[src/rtl/cordic_vec_arb_pkg.sv]
// Shared types and constants for the CORDIC vectoring arbiter slice.
//   CORDIC_W   : default operand/result width of the vectoring core
//   CORDIC_LAT : default pipeline depth of the vectoring core
//   req_id_t   : requester index, sized for the largest supported N_REQ (8)
//   tag_t      : {valid, id} tag that travels alongside the core pipeline
package cordic_vec_arb_pkg;

  localparam int CORDIC_W   = 16;
  localparam int CORDIC_LAT = 16;
  localparam int N_REQ_MAX  = 8;

  typedef logic [$clog2(N_REQ_MAX)-1:0] req_id_t;

  typedef struct packed {
    logic    valid;
    req_id_t id;
  } tag_t;

endpackage

[src/rtl/cordic_vec_arb_if.sv]
// Requester-side bundle of the CORDIC vectoring arbiter.
//   req_valid/req_ready : per-requester offer and one-hot grant
//   req_a/req_b         : packed operands, slice i = [i*W +: W]
//   res_valid           : one-hot result strobe, no backpressure
//   res_r/res_ang       : result magnitude and angle
// master = requester side, slave = arbiter side.
interface cordic_vec_arb_if #(
  parameter int N_REQ = 2,
  parameter int W     = 16
) ();

  logic [N_REQ-1:0]   req_valid;
  logic [N_REQ-1:0]   req_ready;
  logic [N_REQ*W-1:0] req_a;
  logic [N_REQ*W-1:0] req_b;
  logic [N_REQ-1:0]   res_valid;
  logic [W-1:0]       res_r;
  logic [W-1:0]       res_ang;

  modport master (
    output req_valid, req_a, req_b,
    input  req_ready, res_valid, res_r, res_ang
  );

  modport slave (
    input  req_valid, req_a, req_b,
    output req_ready, res_valid, res_r, res_ang
  );

endinterface

[src/rtl/cordic_vec_arb_rr_arbiter.sv]
// Combinational round-robin arbiter.
//   eligible : requesters allowed to win this cycle
//   ptr      : highest-priority index (register kept by the parent)
//   grant    : one-hot, first eligible index at or after ptr, wrapping
module rr_arbiter #(
  parameter int N  = 2,
  parameter int PW = $clog2(N)
) (
  input  logic [N-1:0]  eligible,
  input  logic [PW-1:0] ptr,
  output logic [N-1:0]  grant
);

  logic [PW-1:0] idx;

  // NOTE: every variable written in always_comb gets a default first, so no
  // path through the block leaves it unassigned and no latch is inferred.
  always_comb begin
    grant = '0;
    idx   = '0;
    // Walk from the farthest index back to ptr so the closest eligible
    // requester is the last (and therefore winning) assignment.
    for (int k = N - 1; k >= 0; k--) begin
      idx = PW'((int'(ptr) + k) % N);
      if (eligible[idx]) begin
        grant      = '0;
        grant[idx] = 1'b1;
      end
    end
  end

endmodule

[src/rtl/cordic_vec_arb.sv]
// Shares one pipelined CORDIC vectoring core between N_REQ requesters.
//   clk, rst         : clock, synchronous active-high reset
//   bus (slave)      : requester handshake, operands and tagged results
//   core_a0/core_b0  : registered operands to the core input stage
//   core_r/core_ang  : core outputs, passed straight through to the results
//   busy             : an operation is in the issue register or tag pipeline
// A {valid,id} tag rides alongside the fixed-latency core; when it leaves the
// last stage it selects which requester sees the core output that cycle.
module cordic_vec_arb
  import cordic_vec_arb_pkg::*;
#(
  parameter int N_REQ   = 2,
  parameter int W       = CORDIC_W,
  parameter int LATENCY = CORDIC_LAT,
  parameter int MAX_OUT = 4
) (
  input  logic           clk,
  input  logic           rst,
  cordic_vec_arb_if.slave bus,
  output logic [W-1:0]   core_a0,
  output logic [W-1:0]   core_b0,
  input  logic [W-1:0]   core_r,
  input  logic [W-1:0]   core_ang,
  output logic           busy
);

  localparam int PW = $clog2(N_REQ);
  localparam int CW = $clog2(MAX_OUT + 1);

  logic [PW-1:0]    rr_ptr;
  logic [PW-1:0]    ptr_next;
  logic [CW-1:0]    out_cnt [N_REQ];
  tag_t             issue_tag;
  tag_t             tag_pipe [LATENCY];
  logic [N_REQ-1:0] eligible;
  logic [N_REQ-1:0] grant;
  logic [N_REQ-1:0] retire;
  req_id_t          grant_id;
  logic [W-1:0]     grant_a;
  logic [W-1:0]     grant_b;

  // Ready is held low during reset so nothing is accepted on the clearing edge.
  always_comb begin
    eligible = '0;
    for (int i = 0; i < N_REQ; i++) begin
      eligible[i] = bus.req_valid[i] && (out_cnt[i] < CW'(MAX_OUT)) && !rst;
    end
  end

  rr_arbiter #(.N(N_REQ), .PW(PW)) u_arb (
    .eligible (eligible),
    .ptr      (rr_ptr),
    .grant    (grant)
  );

  always_comb begin
    grant_id = '0;
    grant_a  = '0;
    grant_b  = '0;
    for (int i = 0; i < N_REQ; i++) begin
      if (grant[i]) begin
        grant_id = req_id_t'(i);
        grant_a  = bus.req_a[i*W +: W];
        grant_b  = bus.req_b[i*W +: W];
      end
    end
  end

  assign ptr_next = (int'(grant_id) == N_REQ - 1) ? '0 : PW'(int'(grant_id) + 1);

  // Retire decode from the tag leaving the last stage, aligned with core_r/core_ang.
  always_comb begin
    retire = '0;
    for (int i = 0; i < N_REQ; i++) begin
      retire[i] = tag_pipe[LATENCY-1].valid && (tag_pipe[LATENCY-1].id == req_id_t'(i)) && !rst;
    end
  end

  always_comb begin
    busy = issue_tag.valid;
    for (int s = 0; s < LATENCY; s++) begin
      busy = busy | tag_pipe[s].valid;
    end
  end

  assign bus.req_ready = grant;
  assign bus.res_valid = retire;
  assign bus.res_r     = core_r;
  assign bus.res_ang   = core_ang;

  // NOTE: sequential state uses non-blocking assignments so every register
  // samples the pre-edge values, which is what makes the shift register shift.
  always_ff @(posedge clk) begin
    if (rst) begin
      // NOTE: only the tags are cleared; the core's data pipeline has no reset
      // and its stale contents are harmless because no valid tag accompanies them.
      rr_ptr    <= '0;
      core_a0   <= '0;
      core_b0   <= '0;
      issue_tag <= '0;
      for (int s = 0; s < LATENCY; s++) tag_pipe[s] <= '0;
      for (int i = 0; i < N_REQ; i++)   out_cnt[i]  <= '0;
    end else begin
      if (|grant) begin
        core_a0   <= grant_a;
        core_b0   <= grant_b;
        issue_tag <= '{valid: 1'b1, id: grant_id};
        rr_ptr    <= ptr_next;
      end else begin
        core_a0   <= '0;
        core_b0   <= '0;
        issue_tag <= '0;
      end

      tag_pipe[0] <= issue_tag;
      for (int s = 1; s < LATENCY; s++) tag_pipe[s] <= tag_pipe[s-1];

      // Accept and retire on the same edge cancel out.
      for (int i = 0; i < N_REQ; i++) begin
        case ({grant[i], retire[i]})
          2'b10:   out_cnt[i] <= out_cnt[i] + CW'(1);
          2'b01:   out_cnt[i] <= out_cnt[i] - CW'(1);
          default: out_cnt[i] <= out_cnt[i];
        endcase
      end
    end
  end

endmodule
[src/flat_wrapper.sv]
// flat-port wrapper written by rule: the top's interface ports become plain ports
module cordic_vec_arb_flat import cordic_vec_arb_pkg::*;
#(
  parameter int N_REQ   = 2,
  parameter int W       = CORDIC_W,
  parameter int LATENCY = CORDIC_LAT,
  parameter int MAX_OUT = 4
)
  (clk, rst, core_a0, core_b0, core_r, core_ang, busy, bus_req_valid, bus_req_a, bus_req_b, bus_req_ready, bus_res_valid, bus_res_r, bus_res_ang);
  cordic_vec_arb_if #(.N_REQ(N_REQ), .W(W)) bus_i ();
  input  logic clk;
  input  logic rst;
  output logic [W-1:0] core_a0;
  output logic [W-1:0] core_b0;
  input  logic [W-1:0] core_r;
  input  logic [W-1:0] core_ang;
  output logic busy;
  input wire logic [$bits(bus_i.req_valid)-1:0] bus_req_valid;
  input wire logic [$bits(bus_i.req_a)-1:0] bus_req_a;
  input wire logic [$bits(bus_i.req_b)-1:0] bus_req_b;
  output wire logic [$bits(bus_i.req_ready)-1:0] bus_req_ready;
  output wire logic [$bits(bus_i.res_valid)-1:0] bus_res_valid;
  output wire logic [$bits(bus_i.res_r)-1:0] bus_res_r;
  output wire logic [$bits(bus_i.res_ang)-1:0] bus_res_ang;
  assign bus_i.req_valid = bus_req_valid;
  assign bus_i.req_a = bus_req_a;
  assign bus_i.req_b = bus_req_b;
  assign bus_req_ready = bus_i.req_ready;
  assign bus_res_valid = bus_i.res_valid;
  assign bus_res_r = bus_i.res_r;
  assign bus_res_ang = bus_i.res_ang;
  cordic_vec_arb #(.N_REQ(N_REQ), .W(W), .LATENCY(LATENCY), .MAX_OUT(MAX_OUT)) u_core (.clk(clk), .rst(rst), .bus(bus_i), .core_a0(core_a0), .core_b0(core_b0), .core_r(core_r), .core_ang(core_ang), .busy(busy));
endmodule
[config.mk]
export PLATFORM = sky130hd
export DESIGN_NAME = cordic_vec_arb_flat
export DESIGN_NICKNAME = d
export VERILOG_FILES = /design/src/rtl/cordic_vec_arb_pkg.sv /design/src/rtl/cordic_vec_arb_if.sv /design/src/rtl/cordic_vec_arb_rr_arbiter.sv /design/src/rtl/cordic_vec_arb.sv /design/src/flat_wrapper.sv
export SDC_FILE = /design/constraint.sdc
export NUM_CORES = 1
export LEC_CHECK = 0
export CAP_MARGIN = 20
export CELL_PAD_IN_SITES_DETAIL_PLACEMENT = 1
export CELL_PAD_IN_SITES_GLOBAL_PLACEMENT = 1
export CORE_MARGIN = 3
export CORE_UTILIZATION = 27
export CTS_CLUSTER_DIAMETER = 200
export DETAILED_ROUTE_END_ITERATION = 10
export GPL_TIMING_DRIVEN = 0
export PLACE_DENSITY = 0.79
export RECOVER_POWER = 50
export SLEW_MARGIN = 20
export SYNTH_ARGS = -nofsm -noshare
export SYNTH_HDL_FRONTEND = slang
export SYNTH_SLANG_ARGS = --single-unit
[constraint.sdc]
create_clock -name clk -period 3.1 [get_ports clk]
set_input_delay 0.465 -clock clk [delete_from_list [all_inputs] [get_ports clk]]
set_output_delay 0.465 -clock clk [all_outputs]
set_load 0.03 [all_outputs]
==> impl_results.md <==
* CP Max Fanout at 11
* Synth top area cells: dfxtp_1 50%, a22o_1 10%, buf_4 9.2%
* Arrival time worst endpoint at 2.41 ns
* Number of synthesized flops with an enable pin at 6
* M3 GR Usage at 3.04%
* Crit path time final at 2.88 ns
* Crit. End Element: primary output
* Nets at 489
* H-tree levels at 3
* GR Util met2 at 24.2%
* Clock buffer depth at 2
* First-pass GRT wire length at 11500 um
* Post-Synth Simple-Gate Area at 12.0%
* Core area at 9500 um2
* Die area at 11300 um2
* Most common cell in the netlist: dfxtp_1
* Syn Inst Count at 233
* Initial antenna violation count at 0
* First DRT Iteration DRCs at 65
* Syn_area_per_cell at 11.6 um2
* Asr flop ratio synth at 0%
* Setup CP Type: primary input to primary output
* Tcrit/Tclk final at 92.8%
* Xor/xnor share of the synthesized area at 0.971%
* Antenna-violating nets left at 0
* Final setup violation count at 0
* Min-Delay Path Depth at 1
* TritonCTS clock tree: done
* Chip width at 106 um
* Cell area after synthesis at 2710 um2
* Placed Area at 4230 um2
* Top cells by count, synth: 67 x dfxtp_1, 33 x buf_4, 32 x a22o_1, 32 x nor2b_1, 10 x inv_1
* CP required at 2.63 ns
* Pwr dens at 495 nW/um2
* Layout cell share with drive strength beyond 1 at 15.8%
* GRT Util Overall at 13.1%
* Largest net degree at the start of global routing at 15
* Synth Area in Adders at 3.52%
* Vias in the first global route at 2427
* Worst-path clk slew at 0.08 ns
* Post-route cell area at 4450 um2
* Slew @ Worst Pin at 0.554 ns
* Diode count at 0
* IO Port Bufs at 136
* Clk_lat worst skew at 0.34 ns
* Mux cell area share after synthesis at 0.416%
* Final Skew at 0.00812 ns
* Num CTS Buffers at 9
* Die height at 106 um
* # hold bufs at CTS at 0
* Root Driver: clkbuf_8
* Synth Area in Compound Gates at 13.2%
* RSZ-0062 raised after global routing: no
* Count of cell types in the netlist at 28
* Row count at 35
* Max-cap violations at 0
* Hold Path Class: flip-flop to flip-flop
* Global Route met1 Usage at 14.2%
* Status: complete, no violations
* Max transition margin at 62.6%
* Setup crit start kind: primary input
* Largest family of logic cells by synthesized area: buffers and inverters
* Top Usage Layer GRT: met2
* Pins Over Slew Limit at 0
* Total congestion overflow at 0
* DP HPWL at 5980 um
* Worst IR drop on VDD at 225 uV
* DRC at 0
* Clock tree sinks at 73
* Top FF cell, synth: dfxtp_1
* Via count at 2183
* Total wire length at 7410 um
* Post-synth top area cell: dfxtp_1
* DR vias/cell at 4.23
* Synth warn at 0
* Synth top area share at 49.6%
* First-pass iteration count of the detailed router at 4
* I/O pins at 169
* Leakage at 1.82 nW
* Register area share after synthesis at 56.2%
* Max Clk Rate at 348 MHz
* Syn-to-layout area delta at 64.5%
* Flops & latches, synth at 73
* Routed length per instance at 14.4 um
* Initial Utilization at 28.5%
* Worst r2r path cells at 9
* Post-Syn Nets at 340
* Fin. Hold Viols at 0
* Routability Congestion at 0.705
* Final hold slack at 0.436 ns
layout by cell type, fill, tap and decap left out, types with 2 or more instances in the layout:
master / instances
o211a_1: 2
nand2b_1: 2
dlygate4sd3_1: 32
nor2_1: 8
clkdlybuf4s50_1: 104
buf_6: 6
clkinv_4: 3
clkinvlp_4: 2
buf_4: 34
edfxtp_1: 6
clkbuf_1: 5
inv_1: 10
nor2b_1: 32
clkbuf_8: 9
nand2_1: 3
nor4_1: 3
xor2_1: 2
ha_1: 6
nand3_1: 2
a22o_1: 32
o21ai_0: 4
dfxtp_1: 67
cell families (layout without fill, tap and decap cells):
logic type	Yosys count	count (layout)
buffers and inverters	53	207
AOI/OAI and AO/OA	41	41
muxes	1	1
DFF	73	73
xor gates and xnor gates	3	3
adders and majority gates	7	7
and+or+nand+nor	55	55
final timing paths:
check | start | slack (ns) | endpoint
worst max-delay path | bus_req_valid[1] | 0.22 | bus_req_ready[1]
worst min-delay path | u_core.tag_pipe[0][0] | 0.44 | u_core.tag_pipe[0][4]
worst max register to register | u_core.out_cnt[1][2] | 0.58 | u_core.out_cnt[0][2]
worst min register to register | u_core.tag_pipe[0][0] | 0.44 | u_core.tag_pipe[0][4]
critical path, cell delays in order:
cell and delay (ns):
clkdlybuf4s50_1 0.46, nor2b_2 0.28, o211a_1 0.19, buf_4 0.17
buf_6 0.17, clkdlybuf4s50_1 0.68
routing by layer:
metal / routed length (um) / vias up
met5: 0 / -
met2: 3940 / 96
met4: 108 / 0
met3: 429 / 11
met1: 2930 / 1017
li1: - / 1059
state kept, by name, indices dropped and copies added (netlist names):
register	cells
u_core.out_cnt	6
u_core.core_b0	16
u_core.issue_tag	2
u_core.rr_ptr	1
u_core.tag_pipe	32
u_core.core_a0	16
per-stage QoR:
| stage | instances | utilization [%] | worst slack (ns) | power (mW) | setup TNS (ns) |
|---|---|---|---|---|---|
| 2_1_floorplan | 233 | - | 0.686 | 1.27 | 0 |
| 3_3_place_gp | 498 | 44.5 | -0.244 | 1.48 | -0.838 |
| 3_5_place_dp | 498 | 44.5 | -0.355 | 1.49 | -1.34 |
| 4_1_cts | 514 | 46.6 | 0.0198 | 2.24 | 0 |
| 5_1_grt | 516 | 46.8 | 0.0508 | 2.31 | 0 |
| 6_report | 516 | 46.8 | 0.223 | 2.20 | 0 |
where the power goes:
group          leakage [nW]  switching (mW)  internal [mW]
Combinational          1.12           0.209          0.233
Sequential            0.607          0.0163          0.994
Clock                0.0960           0.371          0.378
Total                  1.82           0.597           1.61
layout make-up:
type / instances / area (um2)
fill: 1052 / 5050
sequential: 73 / 1520
timing repair buffer: 138 / 1370
multi-input combinational: 107 / 823
buffer: 43 / 330
tap: 129 / 161
clock buffer: 9 / 124
clock inverter: 7 / 80.1
inverter: 10 / 37.5
repair_timing:
item / in CTS / in global routing
buffers inserted: 0 / 2
setup endpoints to repair: 0 / 6
gates resized for setup: 0 / 1
(Power assumes the default switching activity.)
